==> config.mk <==
export PLATFORM = sky130hd
export DESIGN_NAME = uart_tx
export DESIGN_NICKNAME = d
export VERILOG_FILES = /design/src/rtl/uart_pkg.sv /design/src/rtl/uart_tx.sv
export SDC_FILE = /design/constraint.sdc
export NUM_CORES = 1
export LEC_CHECK = 0
export CAP_MARGIN = 25
export CORE_MARGIN = 5
export CORE_UTILIZATION = 55
export CTS_CLUSTER_DIAMETER = 30
export DETAILED_ROUTE_END_ITERATION = 10
export GPL_TIMING_DRIVEN = 0
export MAX_ROUTING_LAYER = met4
export PLACE_DENSITY_LB_ADDON = 0.3
export SYNTH_ARGS = -nofsm -noshare
export SYNTH_HDL_FRONTEND = slang
export SYNTH_SLANG_ARGS = --single-unit
==> constraint.sdc <==
create_clock -name clk -period 4.05 [get_ports clk]
set_input_delay 1.0125 -clock clk [delete_from_list [all_inputs] [get_ports clk]]
set_output_delay 1.0125 -clock clk [all_outputs]
set_load 0.005 [all_outputs]
==> src/rtl/uart_pkg.sv <==
// Shared UART definitions: transmitter state encoding, default frame width
// and the parity helper used by both directions of the link.
package uart_pkg;

  localparam int UART_DATA_BITS_DEFAULT = 8;

  typedef enum logic [2:0] {
    IDLE   = 3'd0,
    START  = 3'd1,
    DATA   = 3'd2,
    PARITY = 3'd3,
    STOP   = 3'd4
  } uart_state_e;

  // Narrower words are zero-extended by the caller; zeros do not change parity.
  function automatic logic parity_of(input logic [8:0] data, input logic odd);
    return (^data) ^ odd;
  endfunction

endpackage

==> src/rtl/uart_tx.sv <==
// UART transmitter: start bit, LSB-first data, optional parity, 1-2 stop bits,
// advanced by an external one-clk baud tick, fed through a one-entry holding register.
module uart_tx
  import uart_pkg::*;
#(
  parameter int DATA_BITS  = UART_DATA_BITS_DEFAULT,
  parameter int PARITY_EN  = 0,
  parameter int PARITY_ODD = 0,
  parameter int STOP_BITS  = 1
) (
  input  logic                 clk,
  input  logic                 reset,
  input  logic                 tick,
  input  logic                 in_valid,
  input  logic [DATA_BITS-1:0] in_data,
  output logic                 in_ready,
  output logic                 tx,
  output logic                 tx_busy,
  output logic                 tx_done
);

  localparam int CNT_W = $clog2(DATA_BITS);
  localparam logic [CNT_W-1:0] LAST_BIT = CNT_W'(DATA_BITS - 1);
  localparam logic LAST_STOP = 1'(STOP_BITS - 1);

  uart_state_e state, state_n;
  logic [DATA_BITS-1:0] hold_data, shift_reg, shift_n;
  logic [CNT_W-1:0]     bit_cnt, bit_n;
  logic                 stop_cnt, stop_n;
  logic                 hold_valid, load, accept;
  logic                 parity_bit, parity_n, tx_n, done_n;

  assign in_ready = !hold_valid;
  assign tx_busy  = (state != IDLE);
  assign accept   = in_valid && in_ready;

  always_comb begin
    state_n  = state;
    shift_n  = shift_reg;
    parity_n = parity_bit;
    bit_n    = bit_cnt;
    stop_n   = stop_cnt;
    tx_n     = tx;
    done_n   = 1'b0;
    load     = 1'b0;
    if (tick) begin
      case (state)
        IDLE: begin
          tx_n = 1'b1;
          load = hold_valid;
        end
        START: begin
          tx_n    = shift_reg[0];
          bit_n   = '0;
          state_n = DATA;
        end
        DATA: begin
          if (bit_cnt != LAST_BIT) begin
            shift_n = shift_reg >> 1;
            tx_n    = shift_reg[1];
            bit_n   = bit_cnt + 1'b1;
          end else if (PARITY_EN != 0) begin
            tx_n    = parity_bit;
            state_n = PARITY;
          end else begin
            tx_n    = 1'b1;
            stop_n  = 1'b0;
            state_n = STOP;
          end
        end
        PARITY: begin
          tx_n    = 1'b1;
          stop_n  = 1'b0;
          state_n = STOP;
        end
        STOP: begin
          if (stop_cnt != LAST_STOP) begin
            stop_n = 1'b1;
          end else begin
            done_n  = 1'b1;
            state_n = IDLE;
            load    = hold_valid;
          end
        end
        default: begin
          tx_n    = 1'b1;
          state_n = IDLE;
        end
      endcase
      // Reload from the holding register: from IDLE, or straight out of the
      // last stop bit so consecutive frames have no idle bit between them.
      if (load) begin
        shift_n  = hold_data;
        parity_n = parity_of(9'(hold_data), 1'(PARITY_ODD));
        tx_n     = 1'b0;
        state_n  = START;
      end
    end
  end

  always_ff @(posedge clk or posedge reset) begin
    if (reset) begin
      state      <= IDLE;
      tx         <= 1'b1;
      tx_done    <= 1'b0;
      hold_valid <= 1'b0;
      bit_cnt    <= '0;
      stop_cnt   <= 1'b0;
    end else begin
      state    <= state_n;
      tx       <= tx_n;
      tx_done  <= done_n;
      bit_cnt  <= bit_n;
      stop_cnt <= stop_n;
      if (load)
        hold_valid <= 1'b0;
      else if (accept)
        hold_valid <= 1'b1;
    end
  end

  always_ff @(posedge clk) begin
    if (accept)
      hold_data <= in_data;
    shift_reg  <= shift_n;
    parity_bit <= parity_n;
  end

endmodule
==> impl_metrics.toml, run 1 <==
[status]
status = "finished, final reports clean"

[timing]
final.period_utilization_pct = 65.41
fin_setup_tns_ns = 0
timing.final.crit_period_ns = 2.649
timing.clock.skew_ns = 0.005484
slew_violations = 0
max-slew-margin-rel_pct = 74.67
setup_viol_count_final = 0
hold_violation_total_from_the_final_report = 0
worst_pin_slew_ns = 0.3800
fmax_mhz = 377.5
grt_setup_unrepaired = "no"

[global_routing]
global_route.usage.total_pct = 15.53
antenna_found_initial = 0
grt_pass1_vias = 679
grt_pass1_wl_um = 3084
grt.overflow.total = 0
grt_start_max_net_pins = 14

[layout]
areaGrowthSynthToFinish_pct = 18.37
multi_input_area_sq_um = 341.6
sequential_cell_area_sq_um = 706.9
final_design_area_no_fill_sq_um = 1290
fill_cell_total_of_the_finished_layout = 151
drive_above_1_share_pct = 20.21
instances_no_fill = 121
nets = 109
antenna_cells = 0

[yosys]
ys_top_cells_by_count = "16 x sky130_fd_sc_hd__edfxtp_1, 8 x sky130_fd_sc_hd__dfrtp_1, 7 x sky130_fd_sc_hd__mux2_2"
yosys.cell_count.top_type = "sky130_fd_sc_hd__edfxtp_1"
avg_synthesized_cell_area_sq_um = 14.34
number_of_library_cell_types_mapped_by_synthesis = 30
ys_top_cells_by_area = "sky130_fd_sc_hd__edfxtp_1 44%, sky130_fd_sc_hd__dfrtp_1 18%, sky130_fd_sc_hd__mux2_2 7.2%"
post_synth_top_flop = "sky130_fd_sc_hd__edfxtp_1"
synthArstFlopShare_pct = 36.00
synth_fp_nets = 90
synth_top_area_share_pct = 44.09
synthDominantAreaCellType = "sky130_fd_sc_hd__edfxtp_1"
syn-instance-count = 76
warning_count_from_the_yosys_run = 0
synth_enable_flop_cells = 16
ys_seq_area_share_pct = 64.87
postSynthRegisterBits = 25
syn_area_sq_um = 1090

[floorplanning]
io-pin-count = 16
row_count = 16
core_region_area_sq_um = 1922
initial_utilization_pct = 56.71
die_height_um = 54.52
dieArea_sq_um = 2972
fp.dieW_um = 54.52

[route]
remaining_antenna_violation_count = 0
vias = 667
dr.pass1.iters = 4
postRouteWirelength_um = 1790
via_per_inst = 5.512
drtIter0Drc = 16
post-route-drc-count = 0
routed_length_per_instance_um = 14.79

[worst_setup_path]
critical_path.startpoint_type = "flip-flop"
critPathBufInv = 2
cp-end-kind = "primary output"
worstSetupPathType = "reg -> out"
cp_required_ns = 3.04
max_stage_delay_cell_worst_path = "sky130_fd_sc_hd__clkdlybuf4s50_1"
timing.critical_path.slowest_cell_delay_ns = 0.45
worst_path_dominant_cell_family = "buffers and inverters"
critical_path.cell_chain = "buf_4 -> or3_1 -> clkdlybuf4s50_1"
worst-endpoint-arrival_ns = 1.64
worst-path-max-fanout = 10

[pwr]
power_leakage_nw = 0.5056
p_clk_share_pct = 11.8
powerDensity_nw_per_um2 = 684.8
power.share.switching_pct = 31.53
power.net_switching_mw = 0.2785
power.internal_mw = 0.6049
p_seq_share_pct = 48.2
power.ir.vdd_worst_uv = 394.0
p_comb_share_pct = 39.9

[placed_design]
place_congestion = 0.7854
place.detailed.hpwl_um = 1397
dpl.cell_count = 117
placedInstanceArea_sq_um = 1264
io_buffers = 14

[cts]
cts_root_buf = "sky130_fd_sc_hd__clkbuf_4"
cts_setup_buffers = 0
postCtsResizedCells = 0
worstSkewPairLatency_ns = 0.31
ctsLongestPathBuffers = 2
cts_tree = "yes"
hold_fix_buffers_cts = 0
htreeDepth = 1
cts_sinks = 25
tritoncts_buffer_count = 3
clk_transition_reported_paths_ns = 0.12

[job]
drv_cap = 0

[min_path]
hold_path_class = "reg -> reg"
cell families after synthesis:
group / count (synthesis) / synth area share [%]
AO/OA/AOI/OAI: 15 / 9.645
adder cells (fa/ha/maj): 2 / 2.296
buffers and inverters: 8 / 3.789
flip-flops: 25 / 64.87
multiplexers: 7 / 7.233
AND/OR/NAND/NOR: 19 / 12.17
worst reg2reg max path: stages (launching register included):
cell and delay, ns:
sky130_fd_sc_hd__dfrtp_1 0.43, sky130_fd_sc_hd__ha_1 0.21, sky130_fd_sc_hd__ha_1 0.23, sky130_fd_sc_hd__nand2b_1 0.19
sky130_fd_sc_hd__o21ai_0 0.21, sky130_fd_sc_hd__and3_1 0.43
routing by layer:
layer  track usage (%)  share of wire, %  wire length, um
met2             24.10                52              922
met4             4.979               1.1               19
met1             19.33                43              763
met5                 -                 0                0
met3             4.905               4.8               86
path summary, 6_finish.rpt:
path                             from      endpoint  slack [ns]  cells past startpoint
hold reg to reg            bit_cnt[1]    bit_cnt[1]        0.54                      1
setup / recovery             state[1]       tx_busy        1.40                      3
setup reg to reg           bit_cnt[0]  shift_reg[5]        2.02                      5
max in group asynchronous       reset            tx        2.81                      2
min in group asynchronous       reset      state[2]        0.94                      2
hold / removal             bit_cnt[1]    bit_cnt[1]        0.54                      1
area by class of cell:
type | count | area share (%)
Sequential cell | 25 | 54.80
Multi-Input combinational cell | 43 | 26.48
Timing Repair Buffer | 14 | 10.86
Tap cell | 27 | 2.619
Clock buffer | 4 | 2.037
Buffer | 3 | 1.746
Inverter | 5 | 1.455
power by group through the flow:
stage                     Combinational [mW]  Sequential (mW)  Clock [mW]
final                                  0.353            0.426       0.104
after global routing                   0.388            0.438       0.120
after CTS                              0.356            0.427       0.108
after detailed placement               0.354            0.433           0
after global placement                 0.333            0.427           0
after floorplan                        0.256            0.418           0
through the flow:
stage | utilization, % | hold slack (ns) | total power [mW] | setup WS, ns
floorplan | - | 0.4771 | 0.6743 | 2.184
global placement | 65.76 | 0.4931 | 0.7602 | 1.743
detailed placement | 65.76 | 0.5077 | 0.7864 | 1.737
CTS | 67.12 | 0.5408 | 0.8912 | 1.378
global route | 67.12 | 0.5564 | 0.9463 | 1.308
finish | 67.12 | 0.5350 | 0.8834 | 1.401
cell usage in the layout (no fill, tap or decap), drive strengths merged, types with 2 or more instances in the layout:
master	count
a22o	3
dfrtp	8
nand2b	6
nor2	2
mux2	7
buf	3
inv	5
and3	3
clkbuf	4
o21ai	4
clkdlybuf4s50	14
nor3	2
ha	2
edfxtp	16
Note: power is estimated with default switching activity, not from simulation.
==> run 2: changes to the inputs <==
--- a/config.mk
+++ b/config.mk
@@ -7,7 +7,7 @@
 export LEC_CHECK = 0
 export CAP_MARGIN = 25
 export CORE_MARGIN = 5
-export CORE_UTILIZATION = 55
+export CORE_UTILIZATION = 47
 export CTS_CLUSTER_DIAMETER = 30
 export DETAILED_ROUTE_END_ITERATION = 10
 export GPL_TIMING_DRIVEN = 0
==> constraint.sdc (replaced) <==
create_clock -name clk -period 2.3 [get_ports clk]
set_input_delay 0.575 -clock clk [delete_from_list [all_inputs] [get_ports clk]]
set_output_delay 0.575 -clock clk [all_outputs]
set_load 0.005 [all_outputs]
==> run 2 against run 1 <==
Against the previous run:
- clock skew up 0.0052 ns
- power up 77%
- worst hold slack worse by 0.048 ns
- critical path depth unchanged
- first-iteration DRC count down 50%
- largest power group unchanged
- non-clock buffer count unchanged
- design area up 0.58%
- sequential cell count unchanged
- critical endpoint unchanged
==> impl_metrics.toml, run 2 (synthesis results as in run 1) <==
[job]
drv_cap = 0

[worst_setup_path]
setup_slack_reg_to_reg_ns = 0.35
timing.rr.end = "shift_reg[0]"
worst-path-max-fanout = 10
worst-endpoint-arrival_ns = 1.39
worstSetupPathType = "reg -> out"
ff2ff_path_depth = 5
timing.critical_path.slowest_cell_delay_ns = 0.40
cp_required_ns = 1.73
r2r_start = "bit_cnt[0]"
critical_path.startpoint_type = "flip-flop"
max_stage_delay_cell_worst_path = "sky130_fd_sc_hd__dfrtp_1"
critical_path.cell_chain = "buf_4 -> or3_1 -> dlymetal6s2s_1"
cp-end-kind = "primary output"

[timing]
slew_violations = 0
grt_setup_unrepaired = "no"
max-slew-margin-rel_pct = 74.50
timing.clock.skew_ns = 0.01070
postLayoutSetupSlackWorst_ns = 0.3381
fin_setup_tns_ns = 0
worst_pin_slew_ns = 0.3825
fmax_mhz = 509.7
hold_ws_ns = 0.4869
timing.final.crit_period_ns = 1.962
setup_viol_count_final = 0
hold_violation_total_from_the_final_report = 0
final.period_utilization_pct = 85.30

[cts]
ctsLongestPathBuffers = 2
htreeDepth = 1
hold_fix_buffers_cts = 0
tritoncts_buffer_count = 3
cts_tree = "yes"
cts_sinks = 25
worstSkewPairLatency_ns = 0.33
cts_root_buf = "sky130_fd_sc_hd__clkbuf_4"
clk_transition_reported_paths_ns = 0.14

[floorplanning]
io-pin-count = 16
die_height_um = 58.16
fp.dieW_um = 58.16
row_count = 17
initial_utilization_pct = 49.26
core_region_area_sq_um = 2212
dieArea_sq_um = 3382

[placed_design]
place_congestion = 0.7528
dp_worst_setup_slack_ns = 0.3556
place.detailed.hpwl_um = 1350
dpl.cell_count = 118
placedInstanceArea_sq_um = 1265
io_buffers = 14

[pwr]
power.ir.vdd_worst_uv = 529.3
power_leakage_nw = 0.5096
powerDensity_nw_per_um2 = 1204

[route]
routed_length_per_instance_um = 15.48
via_per_inst = 5.443
vias = 664
postRouteWirelength_um = 1888
remaining_antenna_violation_count = 0
drtIter0Drc = 8
dr.pass1.iters = 4
post-route-drc-count = 0

[layout]
multi_input_area_sq_um = 341.6
sequential_cell_area_sq_um = 706.9
leading_cell_type_in_the_layout_fill_and_taps_excluded = "sky130_fd_sc_hd__edfxtp_1"
antenna_cells = 0
nets = 109
final_design_area_no_fill_sq_um = 1297
instances_no_fill = 122
drive_above_1_share_pct = 21.28
fill_cell_total_of_the_finished_layout = 191
mostFrequentLayoutCells = "16 x sky130_fd_sc_hd__edfxtp_1, 13 x sky130_fd_sc_hd__clkdlybuf4s50_1, 8 x sky130_fd_sc_hd__dfrtp_1"
areaGrowthSynthToFinish_pct = 19.06

[global_routing]
grt_pass1_wl_um = 3201
grt.overflow.total = 0
global_route.usage.total_pct = 13.32
grt_pass1_vias = 690
grt_start_max_net_pins = 16
antenna_found_initial = 0

[min_path]
hold_path_class = "in -> async"

[status]
status = "finished, final reports clean"
==> run 2: layer usage <==
layer	global-route usage [%]	vias to the layer above	share of wire, %
li1	-	317	-
met1	17.80	325	49
met2	19.03	18	46
met3	2.673	4	3.3
met4	6.954	0	1.8
met5	-	-	0
==> run 2: layout make-up <==
cell class | instances | area share, %
Sequential cell | 25 | 54.48
Multi-Input combinational cell | 43 | 26.33
Timing Repair Buffer | 14 | 10.99
Tap cell | 28 | 2.700
Clock buffer | 3 | 1.736
Buffer | 3 | 1.736
Inverter | 5 | 1.446
Clock inverter | 1 | 0.5786
==> run 2: worst max path at each step <==
stage	cells after the start	to	startpoint	slack, ns
after floorplan	5	shift_reg[0]	bit_cnt[0]	0.57
after global placement	5	shift_reg[4]	bit_cnt[0]	0.36
after detailed placement	5	shift_reg[1]	bit_cnt[0]	0.36
after CTS	3	tx_busy	state[1]	0.03
after global routing	3	tx_busy	state[1]	0.22
final	3	tx_busy	state[1]	0.34
==> run 2: where the power goes <==
group / internal (mW) / switching [mW]
clock: 0.0666 / 0.136
sequential: 0.671 / 0.0778
combinational: 0.323 / 0.288
total: 1.06 / 0.502
==> run 2: critical path: cells and delay by family (launching register included) <==
kind,cells,cell delay [ns]
DFF,1,0.40
and+or+nand+nor,1,0.34
buffers and inverters,2,0.31
==> run 2: through the flow <==
stage	util [%]	power [mW]
2_1_floorplan	-	1.187
3_3_place_gp	57.18	1.351
3_5_place_dp	57.18	1.380
4_1_cts	58.54	1.583
5_1_grt	58.65	1.679
6_report	58.65	1.563
==> run 2: what timing repair did <==
action | in CTS | in global routing
setup endpoints to repair | 0 | 1
buffers inserted | 0 | 0
gates resized for setup | 0 | 1
==> run 3: changes to the inputs <==
--- a/config.mk
+++ b/config.mk
@@ -5,6 +5,7 @@
 export SDC_FILE = /design/constraint.sdc
 export NUM_CORES = 1
 export LEC_CHECK = 0
+export ABC_CLOCK_PERIOD_IN_PS = 2300
 export CAP_MARGIN = 25
 export CORE_MARGIN = 5
 export CORE_UTILIZATION = 47
==> results of run 3 <==
Final layout, timing and power as in run 2 (identical DEF).
==> RTL change 1 (flow settings as in run 1) <==
The 5 states of `uart_state_e` get a one-hot encoding in 5 bits.
--- a/src/rtl/uart_pkg.sv
+++ b/src/rtl/uart_pkg.sv
@@ -5,10 +5,10 @@
   localparam int UART_DATA_BITS_DEFAULT = 8;
 
-  typedef enum logic [2:0] {
-    IDLE   = 3'd0,
-    START  = 3'd1,
-    DATA   = 3'd2,
-    PARITY = 3'd3,
-    STOP   = 3'd4
+  typedef enum logic [4:0] {
+    IDLE   = 5'b00001,
+    START  = 5'b00010,
+    DATA   = 5'b00100,
+    PARITY = 5'b01000,
+    STOP   = 5'b10000
   } uart_state_e;
 
Function: no difference found for any inputs over 10 cycles, from zero or initial values and one cycle with reset high; not proved beyond that.
==> RTL change 1 against run 1 <==
Wire length is 7.9% higher. Cell area is 10% higher. Worst setup slack got worse by 2.6 ps. Critical endpoint unchanged. Area after synthesis rose by 9.9%. Global-route usage down 2.0 points. Sequential share of layout area is 3.3 points lower. Register-to-register slack gained 70 ps. Synthesized cell count up 32%. Largest cell class unchanged. Sequential cell count increased by 1. Power up 15%.
==> RTL change 1: results (changes against run 1) <==
fmax=377 MHz (about the same); Inserted Diodes=0 (unchanged); Total GRT Usage=0.135 (-0.0203); Worst-path clk slew=140 ps (+20 ps); clk_lat worst skew=between 300 and 400 ps; Post-DP Area=1370 sq um (+8.5%); worst path arrival time=1640 ps (about the same); TritonCTS Buffers=3 (unchanged); hpwl dp=1.46 mm (+4.2%); Vias=741 (+11%); maximum number of pins on one net before global-route repair=16 (+2); worst hold path type=flop to flop; first-pass GRT wire length=3.24 mm (+4.9%); Via density=5.11 (-7.3%); initial antenna violation count=0 (unchanged); post-synthesis sequential area ratio=0.612 (-0.0363); Post-synth top cells=nand2_1, edfxtp_1, dfrtp_1, inv_1; Max VDD drop=0.459 mV (+17%); Post-synth EDFFs=16 (unchanged); Placer Congestion=0.860 (+9.5%); Reg2Reg Setup Slack=2090 ps (+70 ps); most frequent cell after synthesis=nand2_1; Tightest Pin Transition=709 ps (+329 ps); fin nets=133 (+22%); layout cell share with drive strength beyond 1=0.153 (-0.0496); Static Leak=0.588 nW (+16%); setup repair bufs after CTS=0 (unchanged); skew final=2.22 ps (-3.26 ps); Avg WL per Cell=13.3 microns (-10%); Post-Syn Nets=114 (+27%); ys async rst share=0.385 (+0.0246); initial DRC count=19 (+3); Netlist cell types=34 (+13%); pre-CTS setup slack=1550 ps (-188 ps); worst-path fanout max=8 (-2); Psw=0.000325 W (+17%); Synth Area per Inst=12.0 sq um (-16%); Synth area leaders=edfxtp_1, dfrtp_1, nand2_1; post-CTS sizing=0 (unchanged); Longest Clk Path Bufs=2 (unchanged); status=complete, no violations; Yosys warnings=0 (unchanged); DRT Pass-1 Iters=4 (unchanged); vias in the first global route=729 (+7.4%); Placed Cells=141 (+21%); number of port buffers=14 (unchanged); Post-synth top flop=edfxtp_1
## RTL change 1: cell types whose count changed after synthesis, moves of 3 or more
cell and delta:
nand2_1 +26, mux2_2 -6, nand2b_1 -4, and3_1 -3, buf_6 +3, o32ai_1 +3
## RTL change 1: cell families after synthesis
logic type,synth area share
adder cells (fa/ha/maj),0.0209
XOR/XNOR,0.0136
multiplexers,0.00940
buffers and inverters,0.0606
AO/OA/AOI/OAI,0.111
AND/OR/NAND/NOR,0.172
flip-flops,0.612
## RTL change 1: layout make-up
class	count	area [sq um]
Clock buffer	3	22.5
Sequential cell	26	733
Multi-Input combinational cell	62	392
Timing Repair Buffer	14	140
Clock inverter	1	30.0
Buffer	5	46.3
Tap cell	27	33.8
Inverter	7	26.3
Fill cell	153	598
## RTL change 1: final timing paths
check                                            start                endpoint  depth (start not counted)
worst min-delay path            bit_cnt[0]$_DFFE_PP0P_  bit_cnt[0]$_DFFE_PP0P_                          1
worst min register to register  bit_cnt[0]$_DFFE_PP0P_  bit_cnt[0]$_DFFE_PP0P_                          1
min in group asynchronous                        reset  bit_cnt[1]$_DFFE_PP0P_                          2
worst max register to register  bit_cnt[0]$_DFFE_PP0P_  shift_reg[4]$_DFFE_PP_                          6
worst max-delay path              state[0]$_DFFE_PP1P_                 tx_busy                          4
max in group asynchronous                        reset          tx$_DFFE_PP1P_                          2
## RTL change 1: metrics by stage
stage,utilization,hold slack [ps]
2_1_floorplan,-,451
3_3_place_gp,0.678,474
3_5_place_dp,0.678,473
4_1_cts,0.704,493
5_1_grt,0.704,520
6_report,0.704,486
## RTL change 1: critical path, stage by stage (launching register included)
cell,delay (ps)
dfstp_2,550
buf_6,120
nor2b_1,150
nand2_1,60
clkdlybuf4s50_1,440
## RTL change 1: metal layers
metal,vias to the layer above,track usage,part of all wire
met1,346,0.171,0.46
met3,2,0.0298,0.039
li1,380,-,-
met2,13,0.211,0.49
met5,-,-,0
met4,0,0.0508,0.0088
## RTL change 1: power groups by stage
stage	Sequential, W	Clock [W]	Combinational (W)
3_3_place_gp	0.000438	0	0.000393
5_1_grt	0.000442	0.000192	0.000451
2_1_floorplan	0.000432	0	0.000301
6_report	0.000435	0.000175	0.000402
3_5_place_dp	0.000442	0	0.000406
4_1_cts	0.000436	0.000177	0.000408
==> RTL change 2 (flow settings as in run 1) <==
Made on the original files. The package constant `UART_DATA_BITS_DEFAULT` goes from 8 to 16.
--- a/src/rtl/uart_pkg.sv
+++ b/src/rtl/uart_pkg.sv
@@ -3,5 +3,5 @@
 package uart_pkg;
 
-  localparam int UART_DATA_BITS_DEFAULT = 8;
+  localparam int UART_DATA_BITS_DEFAULT = 16;
 
   typedef enum logic [2:0] {
Interface: changed (resized in_data); port bits go from 16 to 24. The function was not compared with the original's and may differ.
==> RTL change 2 against run 1 <==
Area after synthesis is 62% higher. Sequential power rose by 69%. Wire length up 52%. Largest power group unchanged. Count of clock-buffer cells in the layout up 4. Critical path type is now primary input to flop. Worst setup slack improved by 50 ps. Sequential cell count up 17. Cell area increased by 65%. Global-route usage is 0.18 points lower. Critical path depth grew 1. Non-clock buffer count grew 12. Die area rose by 50%. Power increased by 58%.
==> RTL change 2: results (changes against run 1) <==
clk_lat worst skew=340 ps (+30 ps); fin nets=164 (+50%); Placer Congestion=0.885 (+13%); Post-synth top cells=edfxtp_1, dfrtp_1, mux2_1, mux2_4; vias in the first global route=1088 (+60%); maximum number of pins on one net before global-route repair=13 (-1); Synth area leaders=edfxtp_1, dfrtp_1, mux2_1; Worst R2R Path Depth=7 (+2); Max VDD drop=0.351 mV (-11%); Post-Syn Nets=132 (+47%); Post-DP Area=2070 sq um (+64%); skew final=12.6 ps (+7.14 ps); Compound-Gate Fraction of Synth Area=0.0835 (-0.0130); Static Leak=0.783 nW (+55%); Total Wirelength=2.73 mm (+52%); Synth Area in Adders=0.00707 (-0.0159); number of port buffers=23 (+9); post-synthesis mux area share=0.115 (+0.0422); Post-synth EDFFs=32 (+16); status=complete, no violations; post-synthesis sequential area ratio=0.685 (+0.0366); DRT Pass-1 Iters=5 (+1); layout cell share with drive strength beyond 1=0.160 (-0.0424); Via density=5.52 (+0.16%); H-tree levels=2 (+1); Tightest Pin Transition=777 ps (+397 ps); worst-path fanout max=9 (-1); Total GRT Usage=0.154 (-0.00176)
==> RTL change 2: cell type report <==
cell class              instances  area [sq um]  area share
clock buffers                   8          48.8      0.0230
repair buffers                 25           249       0.117
multi-input cells              60           499       0.235
plain buffers                   4          38.8      0.0183
flip-flops and latches         42          1210       0.571
inverters                       5          18.8     0.00884
well taps                      44          55.1      0.0259
==> RTL change 2: metal layers <==
metal | wire (microns) | global-route usage | vias up
met3 | 186 | 0.0641 | 4
met2 | 1400 | 0.254 | 32
met4 | 30 | 0.0609 | 0
li1 | - | - | 492
met1 | 1110 | 0.163 | 510
met5 | 0 | - | -
==> RTL change 2: stage by stage <==
stage	instances	setup WS, ps
5_1_grt	188	1350
3_5_place_dp	180	1060
2_1_floorplan	111	1860
4_1_cts	188	1440
3_3_place_gp	178	813
6_report	188	1450
==> RTL change 2: cell families (layout without fill, tap and decap cells) <==
family          Yosys count  in the layout
flops                    42             42
mux                      16             16
fa+ha+maj                 1              1
buf+inv                   9             42
simple gates             22             22
compound gates           21             21
==> RTL change 2: worst paths after layout <==
kind	startpoint	end	slack (ps)
max	tick	shift_reg[15]$_SDFFCE_PN0P_	1450
min	hold_data[15]$_DFFE_PP_	shift_reg[15]$_SDFFCE_PN0P_	540
max reg2reg	state[1]$_DFFE_PP0P_	shift_reg[15]$_SDFFCE_PN0P_	1810
min reg2reg	hold_data[15]$_DFFE_PP_	shift_reg[15]$_SDFFCE_PN0P_	540
max in group asynchronous	reset	tx$_DFFE_PP1P_	2800
min in group asynchronous	reset	state[2]$_DFFE_PP0P_	930
==> RTL change 2: power breakdown <==
part	internal, W	leakage, nW	total (W)	switching [W]
registers	0.000651	0.420	0.000719	0.0000676
clock network	0.0000693	0.0265	0.000191	0.000122
logic	0.000266	0.337	0.000490	0.000224
total	0.000987	0.783	0.00140	0.000413
==> RTL change 2: critical path: stages <==
cell	delay, ps
clkdlybuf4s50_1	620
inv_1	160
nor2_1	640
buf_6	230
